`src/rtl/sd_card_cmd_responder_if.sv`:
```
// Card-logic side of the SD CMD responder: decoded command out, response request in.
// The card logic uses the master modport, the responder the slave modport.
interface sd_card_cmd_responder_if;
    logic        cmd_strobe_out;
    logic        cmd_ack_in;
    logic [5:0]  cmd_index;
    logic [31:0] cmd_arg;
    logic        cmd_error;
    logic        resp_strobe_in;
    logic        resp_none;
    logic [5:0]  resp_index;
    logic [31:0] resp_arg;
    logic        resp_ack_out;

    modport master (
        input  cmd_strobe_out, cmd_index, cmd_arg, cmd_error, resp_ack_out,
        output cmd_ack_in, resp_strobe_in, resp_none, resp_index, resp_arg
    );

    modport slave (
        output cmd_strobe_out, cmd_index, cmd_arg, cmd_error, resp_ack_out,
        input  cmd_ack_in, resp_strobe_in, resp_none, resp_index, resp_arg
    );
endinterface

```
`src/rtl/sd_card_cmd_responder.sv`:
```
// Card-side SD CMD line responder: receives 48-bit command frames, checks CRC7 and
// framing, hands them to card logic, then serialises the 48-bit response after NCR.
module sd_card_cmd_responder #(
    parameter int NCR          = 2,
    parameter int RESP_TIMEOUT = 64
) (
    input  logic                          sd_clock,
    input  logic                          reset,
    input  logic                          cmd_in,
    output logic                          cmd_out,
    output logic                          cmd_oe,
    input  logic                          abort_in,
    output logic                          busy,
    sd_card_cmd_responder_if.slave        card
);

    localparam int CNT_W = 16;
    localparam logic [CNT_W-1:0] RX_LAST      = CNT_W'(46);
    localparam logic [CNT_W-1:0] TX_LAST      = CNT_W'(47);
    localparam logic [CNT_W-1:0] NCR_LAST     = CNT_W'(NCR - 1);
    localparam logic [CNT_W-1:0] TIMEOUT_LAST = CNT_W'(RESP_TIMEOUT - 1);

    typedef enum logic [2:0] {
        S_IDLE,
        S_RECEIVE,
        S_CHECK,
        S_DELIVER,
        S_WAIT_RESP,
        S_NCR,
        S_SEND,
        S_DONE
    } state_t;

    // CRC7, polynomial x^7 + x^3 + 1, zero init, fed MSB first.
    function automatic logic [6:0] crc7_40(input logic [39:0] bits);
        logic [6:0] crc;
        logic       fb;
        crc = 7'd0;
        for (int i = 39; i >= 0; i--) begin
            fb  = bits[i] ^ crc[6];
            crc = {crc[5:0], 1'b0};
            if (fb) begin
                crc = crc ^ 7'h09;
            end
        end
        return crc;
    endfunction

    state_t            state_q, state_d;
    logic [47:0]       shreg_q, shreg_d;
    logic [CNT_W-1:0]  cnt_q, cnt_d;
    logic [5:0]        cmd_index_q, cmd_index_d;
    logic [31:0]       cmd_arg_q, cmd_arg_d;
    logic [5:0]        resp_index_q, resp_index_d;
    logic [31:0]       resp_arg_q, resp_arg_d;

    logic [6:0]        rx_crc;
    logic              frame_bad;
    logic [39:0]       tx_head;
    logic [47:0]       tx_frame;

    // shreg_q[47] is the start bit once a frame is fully shifted in.
    assign rx_crc    = crc7_40(shreg_q[47:8]);
    assign frame_bad = !shreg_q[46] || !shreg_q[0] || (rx_crc != shreg_q[7:1]);

    assign tx_head   = {2'b00, resp_index_q, resp_arg_q};
    assign tx_frame  = {tx_head, crc7_40(tx_head), 1'b1};

    always_comb begin
        state_d      = state_q;
        shreg_d      = shreg_q;
        cnt_d        = cnt_q;
        cmd_index_d  = cmd_index_q;
        cmd_arg_d    = cmd_arg_q;
        resp_index_d = resp_index_q;
        resp_arg_d   = resp_arg_q;

        if (abort_in && (state_q != S_IDLE)) begin
            state_d = S_IDLE;
            cnt_d   = '0;
        end else begin
            case (state_q)
                S_IDLE: begin
                    cnt_d = '0;
                    if (!cmd_in) begin
                        shreg_d = {shreg_q[46:0], cmd_in};
                        state_d = S_RECEIVE;
                    end
                end
                S_RECEIVE: begin
                    shreg_d = {shreg_q[46:0], cmd_in};
                    if (cnt_q == RX_LAST) begin
                        cnt_d   = '0;
                        state_d = S_CHECK;
                    end else begin
                        cnt_d = cnt_q + CNT_W'(1);
                    end
                end
                S_CHECK: begin
                    if (frame_bad) begin
                        state_d = S_IDLE;
                    end else begin
                        cmd_index_d = shreg_q[45:40];
                        cmd_arg_d   = shreg_q[39:8];
                        state_d     = S_DELIVER;
                    end
                end
                S_DELIVER: begin
                    if (card.cmd_ack_in) begin
                        cnt_d   = '0;
                        state_d = S_WAIT_RESP;
                    end
                end
                S_WAIT_RESP: begin
                    if (card.resp_strobe_in) begin
                        resp_index_d = card.resp_index;
                        resp_arg_d   = card.resp_arg;
                        cnt_d        = '0;
                        state_d      = card.resp_none ? S_DONE : S_NCR;
                    end else if (cnt_q == TIMEOUT_LAST) begin
                        cnt_d   = '0;
                        state_d = S_IDLE;
                    end else begin
                        cnt_d = cnt_q + CNT_W'(1);
                    end
                end
                S_NCR: begin
                    if (cnt_q == NCR_LAST) begin
                        shreg_d = tx_frame;
                        cnt_d   = '0;
                        state_d = S_SEND;
                    end else begin
                        cnt_d = cnt_q + CNT_W'(1);
                    end
                end
                S_SEND: begin
                    shreg_d = {shreg_q[46:0], 1'b1};
                    if (cnt_q == TX_LAST) begin
                        cnt_d   = '0;
                        state_d = S_DONE;
                    end else begin
                        cnt_d = cnt_q + CNT_W'(1);
                    end
                end
                S_DONE: begin
                    state_d = S_IDLE;
                end
                default: begin
                    state_d = S_IDLE;
                end
            endcase
        end
    end

    always_ff @(posedge sd_clock) begin
        if (reset) begin
            state_q      <= S_IDLE;
            shreg_q      <= '0;
            cnt_q        <= '0;
            cmd_index_q  <= '0;
            cmd_arg_q    <= '0;
            resp_index_q <= '0;
            resp_arg_q   <= '0;
        end else begin
            state_q      <= state_d;
            shreg_q      <= shreg_d;
            cnt_q        <= cnt_d;
            cmd_index_q  <= cmd_index_d;
            cmd_arg_q    <= cmd_arg_d;
            resp_index_q <= resp_index_d;
            resp_arg_q   <= resp_arg_d;
        end
    end

    // All outputs decode registered state; abort suppresses the pulse outputs.
    assign cmd_oe              = (state_q == S_SEND);
    assign cmd_out             = cmd_oe ? shreg_q[47] : 1'b1;
    assign busy                = (state_q != S_IDLE);
    assign card.cmd_strobe_out = (state_q == S_DELIVER);
    assign card.cmd_error      = (state_q == S_CHECK) && frame_bad && !abort_in;
    assign card.resp_ack_out   = (state_q == S_DONE) && !abort_in;
    assign card.cmd_index      = cmd_index_q;
    assign card.cmd_arg        = cmd_arg_q;

endmodule

```
`src/flat_wrapper.sv`:
```
// flat-port wrapper written by rule: the top's interface ports become plain ports
module sd_card_cmd_responder_flat 
#(
    parameter int NCR          = 2,
    parameter int RESP_TIMEOUT = 64
)
  (sd_clock, reset, cmd_in, cmd_out, cmd_oe, abort_in, busy, card_cmd_strobe_out, card_cmd_index, card_cmd_arg, card_cmd_error, card_resp_ack_out, card_cmd_ack_in, card_resp_strobe_in, card_resp_none, card_resp_index, card_resp_arg);
  sd_card_cmd_responder_if card_i ();
  input  logic sd_clock;
  input  logic reset;
  input  logic cmd_in;
  output logic cmd_out;
  output logic cmd_oe;
  input  logic abort_in;
  output logic busy;
  output wire logic [$bits(card_i.cmd_strobe_out)-1:0] card_cmd_strobe_out;
  output wire logic [$bits(card_i.cmd_index)-1:0] card_cmd_index;
  output wire logic [$bits(card_i.cmd_arg)-1:0] card_cmd_arg;
  output wire logic [$bits(card_i.cmd_error)-1:0] card_cmd_error;
  output wire logic [$bits(card_i.resp_ack_out)-1:0] card_resp_ack_out;
  input wire logic [$bits(card_i.cmd_ack_in)-1:0] card_cmd_ack_in;
  input wire logic [$bits(card_i.resp_strobe_in)-1:0] card_resp_strobe_in;
  input wire logic [$bits(card_i.resp_none)-1:0] card_resp_none;
  input wire logic [$bits(card_i.resp_index)-1:0] card_resp_index;
  input wire logic [$bits(card_i.resp_arg)-1:0] card_resp_arg;
  assign card_cmd_strobe_out = card_i.cmd_strobe_out;
  assign card_cmd_index = card_i.cmd_index;
  assign card_cmd_arg = card_i.cmd_arg;
  assign card_cmd_error = card_i.cmd_error;
  assign card_resp_ack_out = card_i.resp_ack_out;
  assign card_i.cmd_ack_in = card_cmd_ack_in;
  assign card_i.resp_strobe_in = card_resp_strobe_in;
  assign card_i.resp_none = card_resp_none;
  assign card_i.resp_index = card_resp_index;
  assign card_i.resp_arg = card_resp_arg;
  sd_card_cmd_responder #(.NCR(NCR), .RESP_TIMEOUT(RESP_TIMEOUT)) u_core (.sd_clock(sd_clock), .reset(reset), .cmd_in(cmd_in), .cmd_out(cmd_out), .cmd_oe(cmd_oe), .abort_in(abort_in), .busy(busy), .card(card_i));
endmodule
```
`config.mk`:
```
export PLATFORM = sky130hd
export DESIGN_NAME = sd_card_cmd_responder_flat
export DESIGN_NICKNAME = d
export VERILOG_FILES = /design/src/rtl/sd_card_cmd_responder_if.sv /design/src/rtl/sd_card_cmd_responder.sv /design/src/flat_wrapper.sv
export SDC_FILE = /design/constraint.sdc
export NUM_CORES = 1
export LEC_CHECK = 0
export ABC_AREA = 0
export ABC_CLOCK_PERIOD_IN_PS = 11600
export CELL_PAD_IN_SITES_DETAIL_PLACEMENT = 2
export CELL_PAD_IN_SITES_GLOBAL_PLACEMENT = 2
export CORE_MARGIN = 2
export CORE_UTILIZATION = 38
export CTS_CLUSTER_DIAMETER = 200
export DETAILED_ROUTE_END_ITERATION = 8
export PLACE_DENSITY = 0.94
export SLEW_MARGIN = 25
export SYNTH_ARGS = -nofsm -noshare
export SYNTH_HDL_FRONTEND = slang
export SYNTH_SLANG_ARGS = --single-unit
```
`constraint.sdc`:
```
create_clock -name sd_clock -period 11.6 [get_ports sd_clock]
set_input_delay 2.9 -clock sd_clock [delete_from_list [all_inputs] [get_ports sd_clock]]
set_output_delay 2.9 -clock sd_clock [all_outputs]
set_load 0.02 [all_outputs]
```
==> flow_summary.ini <==
[critical_path]
critPathSlowestCell = clkdlybuf4s50_1
path_class = in2out
r2r-start = u_core.shreg_q[42]$_SDFFE_PP0P_
cp.required_ps = 8700
r2r_slack_ps = 7040
worstReg2RegEnd = u_core.card.cmd_arg[30]$_SDFFE_PP0P_
end_kind = output pin
crit_path_max_incr_delay_ps = 610
crit_path_start_kind = input pin
cp_max_fo = 9
r2r_cells = 9
crit_chain = clkdlybuf4s50_1 > nor2_1 > nand2_1 > nor2_1 > clkdlybuf4s50_1
cp.arrival_ps = 4640

[yosys]
yosysSeqAreaShare_pct = 35.8
synth_top_area_cell = dfxtp_1
synthCells = 866
synth_cell_type_count = 49
avgSynthCellArea_um2 = 9.23
syn_area_um2 = 7990
synth_top_area_share_pct = 35.8
synth_edf_count = 0
async_reset_ff_share_pct = 0
synth_nets = 914
synth_common_cells = 143 x dfxtp_1, 111 x nand2_1, 80 x nand2b_1
post-synth-top-count-cell = dfxtp_1
ys_seq_elements = 143
yosysWarnings = 0
synth_ff_type = dfxtp_1
synth_area_leaders = dfxtp_1 36%, xnor3_1 10%, mux2i_1 8.5%

[sta]
rsz0062_at_grt = false
post-route-period-util_pct = 65.0
skew_ps = 9.67
finalSetupViolCount = 0
finalSetupTns_ps = 0
min_period_ps = 7540
slew_viol_final = 0
worst_pin_slew_ps = 985
fmax_mhz = 133
relSlewSlack_pct = 34.3
hold_violations = 0

[route]
wl_per_cell_um = 23.8
firstDrtPassIters = 5
finalWirelength_um = 28800
drtIter0Drc = 478
vias = 6593
vias_per_cell = 5.47
ant_nets = 0
post-route-drc-count = 0

[worst_hold_path]
worst_hold_path_type = reg2reg
hold_depth = 2
hold_end = u_core.card.cmd_arg[6]$_SDFFE_PP0P_
hp-start = u_core.card.cmd_arg[6]$_SDFFE_PP0P_

[global_route]
grt_pass1_vias = 7340
antenna_found_initial = 0
grt_pass1_wl_um = 44100
grt_max_degree = 117
grt_use_total_pct = 26.4
grt-ovfl-total = 0

[die]
coreArea_um2 = 20800
ioPinCount = 89
die_w_um = 149
dieHeight_um = 149
num_rows = 53
start_util_pct = 38.4
die-area_um2 = 22200

[finish]
fin_util_pct = 46.1
areaGrowthSynthToFinish_pct = 20.2
layoutNonFillerInstCount = 1206
drive_above_1_share_pct = 4.83
final_nets = 967
antenna_cells = 0

[clocking]
clk_latency_ps = 440
cts_sinks = 143
hold_buffers = 0
cts_buffers = 17
cts_tree = done
clock_path_buffers = 2
clk_pin_slew_worst_paths_ps = 60
post_cts_buffers = 0
cts-root-buf = clkbuf_16
htreeDepth = 4
cts_resized = 0

[power]
power.density_nw_per_um2 = 195
p_total_mw = 1.87
ir_worst_vdd_v = 0.000118
p_leak_nw = 3.64

[place]
dp_hpwl_um = 18800
port_buffers = 88
place_congestion = 0.839
dp_cells = 1175

[status]
status = finished clean

[run]
maxCapViolations = 0
layout by cell type (no fill, tap or decap), drive strengths merged, types with 6 or more instances in the layout:
| cell type | count |
|---|---|
| nand2 | 111 |
| mux2i | 68 |
| nand3 | 25 |
| xnor3 | 36 |
| nand2b | 80 |
| a311oi | 14 |
| buf | 8 |
| nor2 | 75 |
| clkbuf | 19 |
| o21ai | 12 |
| inv | 8 |
| dfxtp | 143 |
| and3 | 6 |
| xnor2 | 69 |
| xor2 | 30 |
| a211oi | 28 |
| a21oi | 48 |
| clkdlybuf4s50 | 87 |
layer usage:
metal  up-vias  GRT usage [%]  share of wire (%)
li1       3051              -                  -
met1      3246           32.0                 42
met2       218           45.4                 49
met3        78           4.50                4.4
met4         0           12.7                4.0
met5         -              0                  0
worst max path at each step:
stage | slack [ps] | endpoint | start
floorplan | 5130 | card_resp_ack_out | abort_in
detailed placement | 4060 | card_cmd_error | abort_in
finish | 4060 | card_cmd_error | abort_in
global placement | 4090 | card_cmd_error | abort_in
global route | 3940 | card_cmd_error | abort_in
CTS | 4050 | card_cmd_error | abort_in
worst max-delay path: cells and delay by family:
kind	cells	cell delay [ps]
buffers and inverters	2	1220
AND/OR/NAND/NOR	3	520
through the flow:
stage	cell area (µm²)	setup WS (ps)	hold WS [ps]
finish	9610	4060	474
global route	9610	3940	504
CTS	9600	4050	482
detailed placement	9010	4060	470
global placement	9010	4090	458
floorplan	7990	5130	449
cell families (layout without fill, tap and decap cells):
family | count (synthesis) | after routing | synth area share (%)
buffers and inverters | 67 | 132 | 3.79
DFF | 143 | 143 | 35.8
and+or+nand+nor | 325 | 325 | 19.4
xor gates and xnor gates | 139 | 139 | 22.2
muxes | 69 | 69 | 8.66
AOI/OAI and AO/OA | 120 | 120 | 9.71
adders and majority gates | 3 | 3 | 0.470
power by group:
part           switching [mW]  leakage, nW  total (mW)  internal (mW)
sequential             0.0508         1.16       0.568          0.517
combinational           0.360         2.20       0.733          0.373
clock                   0.232        0.280       0.570          0.339
flip-flops by register name (all words and copies together), names as in the netlist:
register               count
u_core.resp_arg_q         32
u_core.cnt_q              16
u_core.resp_index_q        6
u_core.card.cmd_index      6
u_core.shreg_q            48
u_core.state_q             3
u_core.card.cmd_arg       32
area by class of cell:
type / instances / area (µm²)
clock buffers: 19 / 433
clock inverters: 12 / 161
fillers: 2192 / 11200
inverters: 6 / 22.5
multi-input cells: 656 / 4850
flip-flops and latches: 143 / 2860
well taps: 275 / 344
repair buffers: 95 / 931
(Power assumes the default switching activity.)
